==> config.mk <==
export PLATFORM = sky130hd
export DESIGN_NAME = mux_lut_engine
export DESIGN_NICKNAME = d
export VERILOG_FILES = /design/src/rtl/mux_lut_pkg.sv /design/src/rtl/mux_lut_mux.sv /design/src/rtl/mux_lut_engine.sv
export SDC_FILE = /design/constraint.sdc
export NUM_CORES = 1
export LEC_CHECK = 0
export CAP_MARGIN = 10
export CORE_ASPECT_RATIO = 0.7
export CORE_MARGIN = 2
export CORE_UTILIZATION = 40
export CTS_CLUSTER_SIZE = 24
export DETAILED_ROUTE_END_ITERATION = 7
export DONT_BUFFER_PORTS = 1
export PLACE_DENSITY = 0.55
export SLEW_MARGIN = 20
export SYNTH_ARGS = -nofsm -noshare
export SYNTH_HDL_FRONTEND = slang
export SYNTH_HIERARCHICAL = 1
export SYNTH_SLANG_ARGS = --single-unit
==> constraint.sdc <==
create_clock -name clk -period 2.3 [get_ports clk]
set_clock_uncertainty 0.2 [all_clocks]
set_input_delay 0.46 -clock clk [delete_from_list [all_inputs] [get_ports clk]]
set_output_delay 0.46 -clock clk [all_outputs]
set_load 0.01 [all_outputs]
==> src/rtl/mux_lut_pkg.sv <==
// Shared definitions for the mux-based LUT engine: FSM encodings and helpers.
package mux_lut_pkg;

   localparam logic [1:0] ST_IDLE   = 2'd0;
   localparam logic [1:0] ST_LOAD   = 2'd1;
   localparam logic [1:0] ST_COMMIT = 2'd2;

   typedef enum logic [1:0] {
      S_IDLE   = ST_IDLE,
      S_LOAD   = ST_LOAD,
      S_COMMIT = ST_COMMIT
   } state_t;

   // Ceiling log2, usable in constant expressions.
   function automatic int clog2(input int v);
      int r;
      r = 0;
      while ((1 << r) < v) r++;
      return r;
   endfunction

endpackage

==> src/rtl/mux_lut_mux.sv <==
// 2^K:1 combinational multiplexer over a truth table; sel picks the minterm.
module mux_lut_mux
   import mux_lut_pkg::*;
#(
   parameter int K = 4
) (
   input  logic [(1<<K)-1:0] tbl,
   input  logic [K-1:0]      sel,
   output logic              y
);

   assign y = tbl[sel];

endmodule

==> src/rtl/mux_lut_engine.sv <==
// K-input Boolean function engine: evaluates through a mux over an active
// truth table while a shadow table is streamed in bit-serially, then swapped
// in atomically for one COMMIT cycle.
module mux_lut_engine
   import mux_lut_pkg::*;
#(
   parameter int                K        = 4,
   parameter logic [2**K-1:0]   RESET_TT = '0
) (
   input  logic         clk,
   input  logic         rst_n,
   input  logic         cfg_valid,
   output logic         cfg_ready,
   input  logic         cfg_bit,
   input  logic         cfg_abort,
   input  logic         in_valid,
   input  logic [K-1:0] in_sel,
   output logic         out_valid,
   output logic         f,
   output logic         tbl_loaded,
   output logic         load_busy
);

   localparam int TT_BITS = 2**K;
   // One extra bit so the counter can express TT_BITS during COMMIT.
   localparam int CNT_W   = clog2(TT_BITS) + 1;

   logic [TT_BITS-1:0] act_tt;
   logic [TT_BITS-1:0] shd_tt;
   logic [CNT_W-1:0]   bit_cnt;
   state_t             state;
   logic               mux_y;
   logic               accept;

   mux_lut_mux #(.K(K)) u_mux (
      .tbl (act_tt),
      .sel (in_sel),
      .y   (mux_y)
   );

   // The only cycle that cannot take a bit is the swap cycle.
   assign cfg_ready = (state != S_COMMIT);
   assign load_busy = (state == S_LOAD);
   assign accept    = cfg_valid && cfg_ready;

   // Evaluation path: one-cycle latency, independent of the loader.
   always_ff @(posedge clk or negedge rst_n) begin
      if (!rst_n) begin
         out_valid <= 1'b0;
         f         <= 1'b0;
      end else begin
         out_valid <= in_valid;
         if (in_valid) f <= mux_y;
      end
   end

   // Loader FSM: serial fill of the shadow table, abort, and atomic swap.
   always_ff @(posedge clk or negedge rst_n) begin
      if (!rst_n) begin
         state      <= S_IDLE;
         act_tt     <= RESET_TT;
         shd_tt     <= '0;
         bit_cnt    <= '0;
         tbl_loaded <= 1'b0;
      end else begin
         case (state)
            S_IDLE: begin
               if (accept) begin
                  shd_tt[bit_cnt[K-1:0]] <= cfg_bit;
                  bit_cnt                <= bit_cnt + CNT_W'(1);
                  state                  <= S_LOAD;
               end
            end
            S_LOAD: begin
               if (cfg_abort) begin
                  // Partial table is simply abandoned; act_tt never saw it.
                  bit_cnt <= '0;
                  state   <= S_IDLE;
               end else if (accept) begin
                  shd_tt[bit_cnt[K-1:0]] <= cfg_bit;
                  bit_cnt                <= bit_cnt + CNT_W'(1);
                  if (bit_cnt == CNT_W'(TT_BITS-1)) state <= S_COMMIT;
               end
            end
            S_COMMIT: begin
               // Evaluations sampled on this edge still read the old table.
               act_tt     <= shd_tt;
               bit_cnt    <= '0;
               tbl_loaded <= 1'b1;
               state      <= S_IDLE;
            end
            default: begin
               bit_cnt <= '0;
               state   <= S_IDLE;
            end
         endcase
      end
   end

endmodule
==> results of run 1 <==
## metrics by stage
step                      power (mW)  hold slack [ps]
after global routing           1.866            89.56
after detailed placement       1.195           -34.62
after global placement         1.185           -34.80
after floorplan                1.129           -35.59
after CTS                      1.788            85.73
final                          1.765            94.06
## cells in the mapped netlist (all sizes together)
library cell	instances
xnor2	1
a21o	1
ha	5
nor3	1
clkbuf	1
o221a	1
a21oi	2
xor2	2
inv	4
nand3	10
nor2b	1
mux4	4
and3	2
and2	1
dfrtp	42
nand3b	2
a211oi	1
nor2	17
nand2b	2
and4b	1
mux2i	4
mux2	33
buf	4
## per-layer routing
layer | GRT usage | share of wire
met3 | 0.04920 | 0.044
met4 | 0.06346 | 0.022
met2 | 0.1970 | 0.43
met1 | 0.1811 | 0.50
met5 | 0 | 0
## worst paths after layout
kind / to / cells past startpoint
max: shd_tt[13] / 4
max reg2reg: shd_tt[13] / 4
min reg2reg: shd_tt[2] / 1
min in group asynchronous: out_valid / 2
max in group asynchronous: act_tt[15] / 2
min: shd_tt[3] / 1
## final cells by class
class                      count  area, µm²
fill                         421       2604
sequential                    42       1051
multi-input combinational     91      838.3
clock buffer                   6      72.57
tap                           57      71.32
timing repair buffer           3      40.04
clock inverter                 2      37.54
inverter                       4      15.01
## placed cells by master (no fill, tap or decap), drive strengths merged
cell type,netlist,final
dfrtp,42,42
mux2,33,33
nor2,17,17
nand3,10,10
clkbuf,1,6
ha,5,5
inv,4,4
mux2i,4,4
mux4,4,4
and3,2,2
a21oi,2,2
xor2,2,2
nand3b,2,2
dlygate4sd3,0,2
nand2b,2,2
nor2b,1,1
and2,1,1
o221a,1,1
a21o,1,1
xnor2,1,1
a211oi,1,1
nor3,1,1
and4b,1,1
bufinv,0,1
clkinvlp,0,1
buf,4,1
## kinds of logic after synthesis
| group | after synthesis |
|---|---|
| buf+inv | 9 |
| simple gates | 37 |
| compound gates | 5 |
| mux | 41 |
| fa+ha+maj | 5 |
| xor+xnor | 3 |
| flops | 42 |
## sequential cells by signal, indices dropped and copies added, names as in the netlist
name / count
out_valid: 1
state: 2
tbl_loaded: 1
f: 1
shd_tt: 16
act_tt: 16
bit_cnt: 5
## where the power goes
part / internal, mW / total (mW) / switching [mW]
Combinational: 0.135 / 0.252 / 0.117
Clock: 0.324 / 0.569 / 0.245
Sequential: 0.855 / 0.943 / 0.0887
Total: 1.31 / 1.76 / 0.451
## what timing repair did
| item | in CTS | in global routing |
|---|---|---|
| endpoints found under the setup margin | 0 | 0 |
| setup buffers | 0 | 0 |
| hold buffers | 3 | 0 |
| hold endpoints to repair | 43 | 0 |
## critical path, stage by stage, from the launching register on
cell     delay (ps)
dfrtp_1         450
a21oi_1         300
nand3_1         250
nor2_1          170
mux2_2          340
==> flow_summary.yaml, run 1 <==
yosys:
  netlist-cell-type-count: 27
  xor_xnor_share_of_the_synthesized_area: 0.01352
  simple_gate_share_of_the_synthesized_area: 0.1011
  netlist.area_leader.share: 0.5409
  multiplexer_fraction_of_the_synthesized_cell_area: 0.2659
  synth_top_family_by_area: "multiplexers"
  synth-seq-cells: 42
  synth-seq-area-share: 0.5409
  post-synth-top-area-cell: "dfrtp_1"
  synthesis.area_per_instance_um2: 13.68
  adder_and_majority_cell_fraction_of_the_synthesized_area: 0.03220
  yosysWarningCount: 6
  synth_nets: 157
  syn_inst: 142
  post_synth_main_area_contributors: "dfrtp_1 (54%), mux2_2 (17%), mux4_1 (5.4%)"
  area_of_the_mapped_netlist_um2: 1943
  compound_gate_fraction_of_synth_area: 0.01867
worst_setup_path:
  timing.critical_path.required_ps: 2280
  regToRegSetupSlack_ps: 460
  cp-end-kind: "flip-flop"
  timing.critical_path.from_type: "flip-flop"
  worst_ep_arrival_time_ps: 1810
  worst-setup-path-type: "flip-flop to flip-flop"
  worst_r2r_startpoint: "state[1]"
  worstSetupStartpoint: "state[1]"
  critical_path_peak_fanout: 5
place:
  place_ws_ps: 455.0
  dp_hpwl_um: 2364
  placedCellCount: 194
  area_after_dpl_um2: 1976
  place_congestion: 0.7449
  port_buffers: 0
routing:
  detail_route.drc_violations: 0
  wl_um: 3219
  wl_per_cell_um: 15.70
  via_per_inst: 5.317
  drtPass1Iterations: 4
  final_antenna_net_count: 0
  dr_total_vias: 1090
  drt_iter0_markers: 36
timing:
  grt_setup_unrepaired: "no"
  timing_hold_violations_final: 0
  timing.final.setup_violations: 0
  clock.fmax_mhz: 544.2
  worst_margin_pin_slew_ps: 334.8
  post-route-worst-setup-slack_ps: 462.5
  period_needed_ps: 1837
  setup_tns_ps: 0
  number_of_max_slew_violations_in_the_final_report: 0
  period_share: 0.7989
  max_slew_margin: 0.7767
global_route:
  grt-ovfl-total: 0
  wire_length_of_the_first_global_routing_pass_um: 5520
  grtUsageTotal: 0.1360
  first_global_vias: 1142
  number_of_antenna_violations_at_the_first_check_in_global_routing: 0
  largest_net_degree_at_the_start_of_global_routing: 43
cts:
  cts_buffer_depth: 2
  cts_sinks: 42
  clk_pin_slew_worst_paths_ps: 80
  clkLatencyLatePin_ps: 290
  cts_tree: "done"
  cts-root-buf: "clkbuf_8"
  post_cts.resized_instances: 0
  htreeDepth: 2
  tritoncts_buffer_count: 5
die:
  die_h_um: 62.32
  initial_utilization: 0.4108
  die_width_um: 87.31
  rows: 21
  floorplan.die_area_um2: 5440
  num_io_pins: 15
  fp.coreArea_um2: 4730
worst_hold_path:
  hold_start: "cfg_bit"
  hp-class: "input port to flip-flop"
pwr:
  cellPowerDensity_nw_per_um2: 830.1
  cellLeakagePower_nw: 1.046
  vdd.ir_drop.worst_mv: 0.3130
final_layout:
  n_antenna_cell: 0
  final_cells: 205
  layout-area-overhead-vs-synth_pct: 9.401
  nets: 162
  post_route_cells_drive_above_1_share: 0.2770
  final_cell_area_um2: 2126
  layout.core_utilization: 0.4495
flow_run:
  cap_viol_max_count: 0
run_status:
  outcome: "completed"
Note: power is estimated with default switching activity, not from simulation.
==> run 2: changes to the inputs <==
Clock period 2.3 ns to 1.9 ns, I/O delays scaled along.
==> flow_summary.yaml, run 2 (synthesis gave the netlist of run 1 again) <==
run_status:
  outcome: "completed"
timing:
  setup_tns_ps: 0
  worst_margin_pin_slew_ps: 299.4
  period_share: 0.9384
  timing.final.setup_violations: 0
  clock.fmax_mhz: 560.9
  period_needed_ps: 1783
  timing_hold_violations_final: 0
  grt_setup_unrepaired: "no"
  number_of_max_slew_violations_in_the_final_report: 0
  max_slew_margin: 0.7993
die:
  die_h_um: 62.32
  rows: 21
  initial_utilization: 0.4108
  floorplan.die_area_um2: 5440
  num_io_pins: 15
  fp.coreArea_um2: 4730
  die_width_um: 87.31
routing:
  wl_per_cell_um: 16.50
  via_per_inst: 5.490
  drtPass1Iterations: 4
  wl_um: 3432
  detail_route.drc_violations: 0
  final_antenna_net_count: 0
  dr_total_vias: 1142
  drt_iter0_markers: 40
worst_setup_path:
  regToRegEndpoint: "shd_tt[9]"
  critical_path_peak_fanout: 5
  timing.critical_path.from_type: "flip-flop"
  timing.critical_path.required_ps: 1890
  worst_ep_arrival_time_ps: 1770
  crit_path_end: "shd_tt[9]"
  worst_r2r_startpoint: "state[1]"
  worst-setup-path-type: "flip-flop to flip-flop"
  cp-end-kind: "flip-flop"
  regToRegSetupSlack_ps: 120
  r2r_cells: 4
  worstSetupStartpoint: "state[1]"
final_layout:
  final_cell_mix: "dfrtp_1 (42), mux2_2 (29), nor2_1 (17)"
  largestRegisters: "act_tt x16, shd_tt x16, bit_cnt x5"
  n_antenna_cell: 0
  post_route_cells_drive_above_1_share: 0.2914
  layout-area-overhead-vs-synth_pct: 10.56
  layout_commonest_cell: "dfrtp_1"
  fillCellCount: 426
  nets: 165
  multi_input_area_um2: 838.3
  seq_area_um2: 1051
  layout.core_utilization: 0.4542
global_route:
  wire_length_of_the_first_global_routing_pass_um: 5920
  grt-ovfl-total: 0
  grtUsageTotal: 0.1451
  largest_net_degree_at_the_start_of_global_routing: 43
  number_of_antenna_violations_at_the_first_check_in_global_routing: 0
  first_global_vias: 1163
flow_run:
  cap_viol_max_count: 0
pwr:
  cellLeakagePower_nw: 1.058
  vdd.ir_drop.worst_mv: 0.3691
  cellPowerDensity_nw_per_um2: 1006
worst_hold_path:
  hp-class: "input port to flip-flop"
cts:
  clkLatencyLatePin_ps: 290
  clk_pin_slew_worst_paths_ps: 80
  cts-root-buf: "clkbuf_8"
  cts_buffer_depth: 2
  cts_sinks: 42
  cts_tree: "done"
  post_cts.resized_instances: 0
  tritoncts_buffer_count: 5
  htreeDepth: 2
place:
  port_buffers: 0
  place_congestion: 0.8103
  dp_hpwl_um: 2437
## run 2: cell types whose count changed in the layout (fill, tap and decap cells not counted)
cell / previous run / this run
buf_4: 0 / 3
## run 2: final cells by class
cell class              count  share of cell area
flip-flops and latches     42              0.4892
multi-input cells          91              0.3902
clock buffers               6             0.03378
well taps                  57             0.03320
repair buffers              6             0.02912
clock inverters             2             0.01747
inverters                   4            0.006989
## run 2: worst max-delay path, cell delays in order (launching register included)
cell      delay, ps
dfrtp_1         450
a21oi_1         270
nand3b_1        190
nor2_1          210
mux2_2          360
## run 2: worst min path at each step
stage	from	slack (ps)	to	depth (start not counted)
6_report	cfg_bit	10	shd_tt[3]	1
5_1_grt	cfg_bit	8	shd_tt[1]	1
4_1_cts	cfg_bit	8	shd_tt[3]	1
3_5_place_dp	rst_n	-110	f	0
3_3_place_gp	rst_n	-110	f	0
2_1_floorplan	rst_n	-120	act_tt[0]	0
## run 2: layer usage
metal	wire length, µm	track usage	up-vias
met5	0	0	-
met4	45	0.04615	0
met3	162	0.05585	7
met2	1426	0.1894	20
met1	1797	0.2195	595
li1	-	-	520
## run 2: per-stage QoR
step	power [mW]	area, µm²	setup slack, ps	instances	hold WS (ps)
2_1_floorplan	1.367	1943	231.3	142	-115.6
3_3_place_gp	1.434	1983	155.4	195	-114.7
3_5_place_dp	1.453	1983	139.7	195	-114.8
4_1_cts	2.180	2133	56.00	206	7.971
5_1_grt	2.289	2148	20.37	208	7.708
6_report	2.162	2148	117.0	208	14.00
## run 2: repair_timing
| action | CTS | global route |
|---|---|---|
| endpoints found under the hold margin | 43 | 0 |
| setup buffers | 0 | 2 |
| setup endpoints to repair | 0 | 1 |
| hold buffers | 3 | 0 |
## run 2: power by group
group	total [mW]	switching, mW	internal (mW)
Clock	0.702	0.310	0.392
Combinational	0.306	0.143	0.163
Sequential	1.15	0.119	1.03
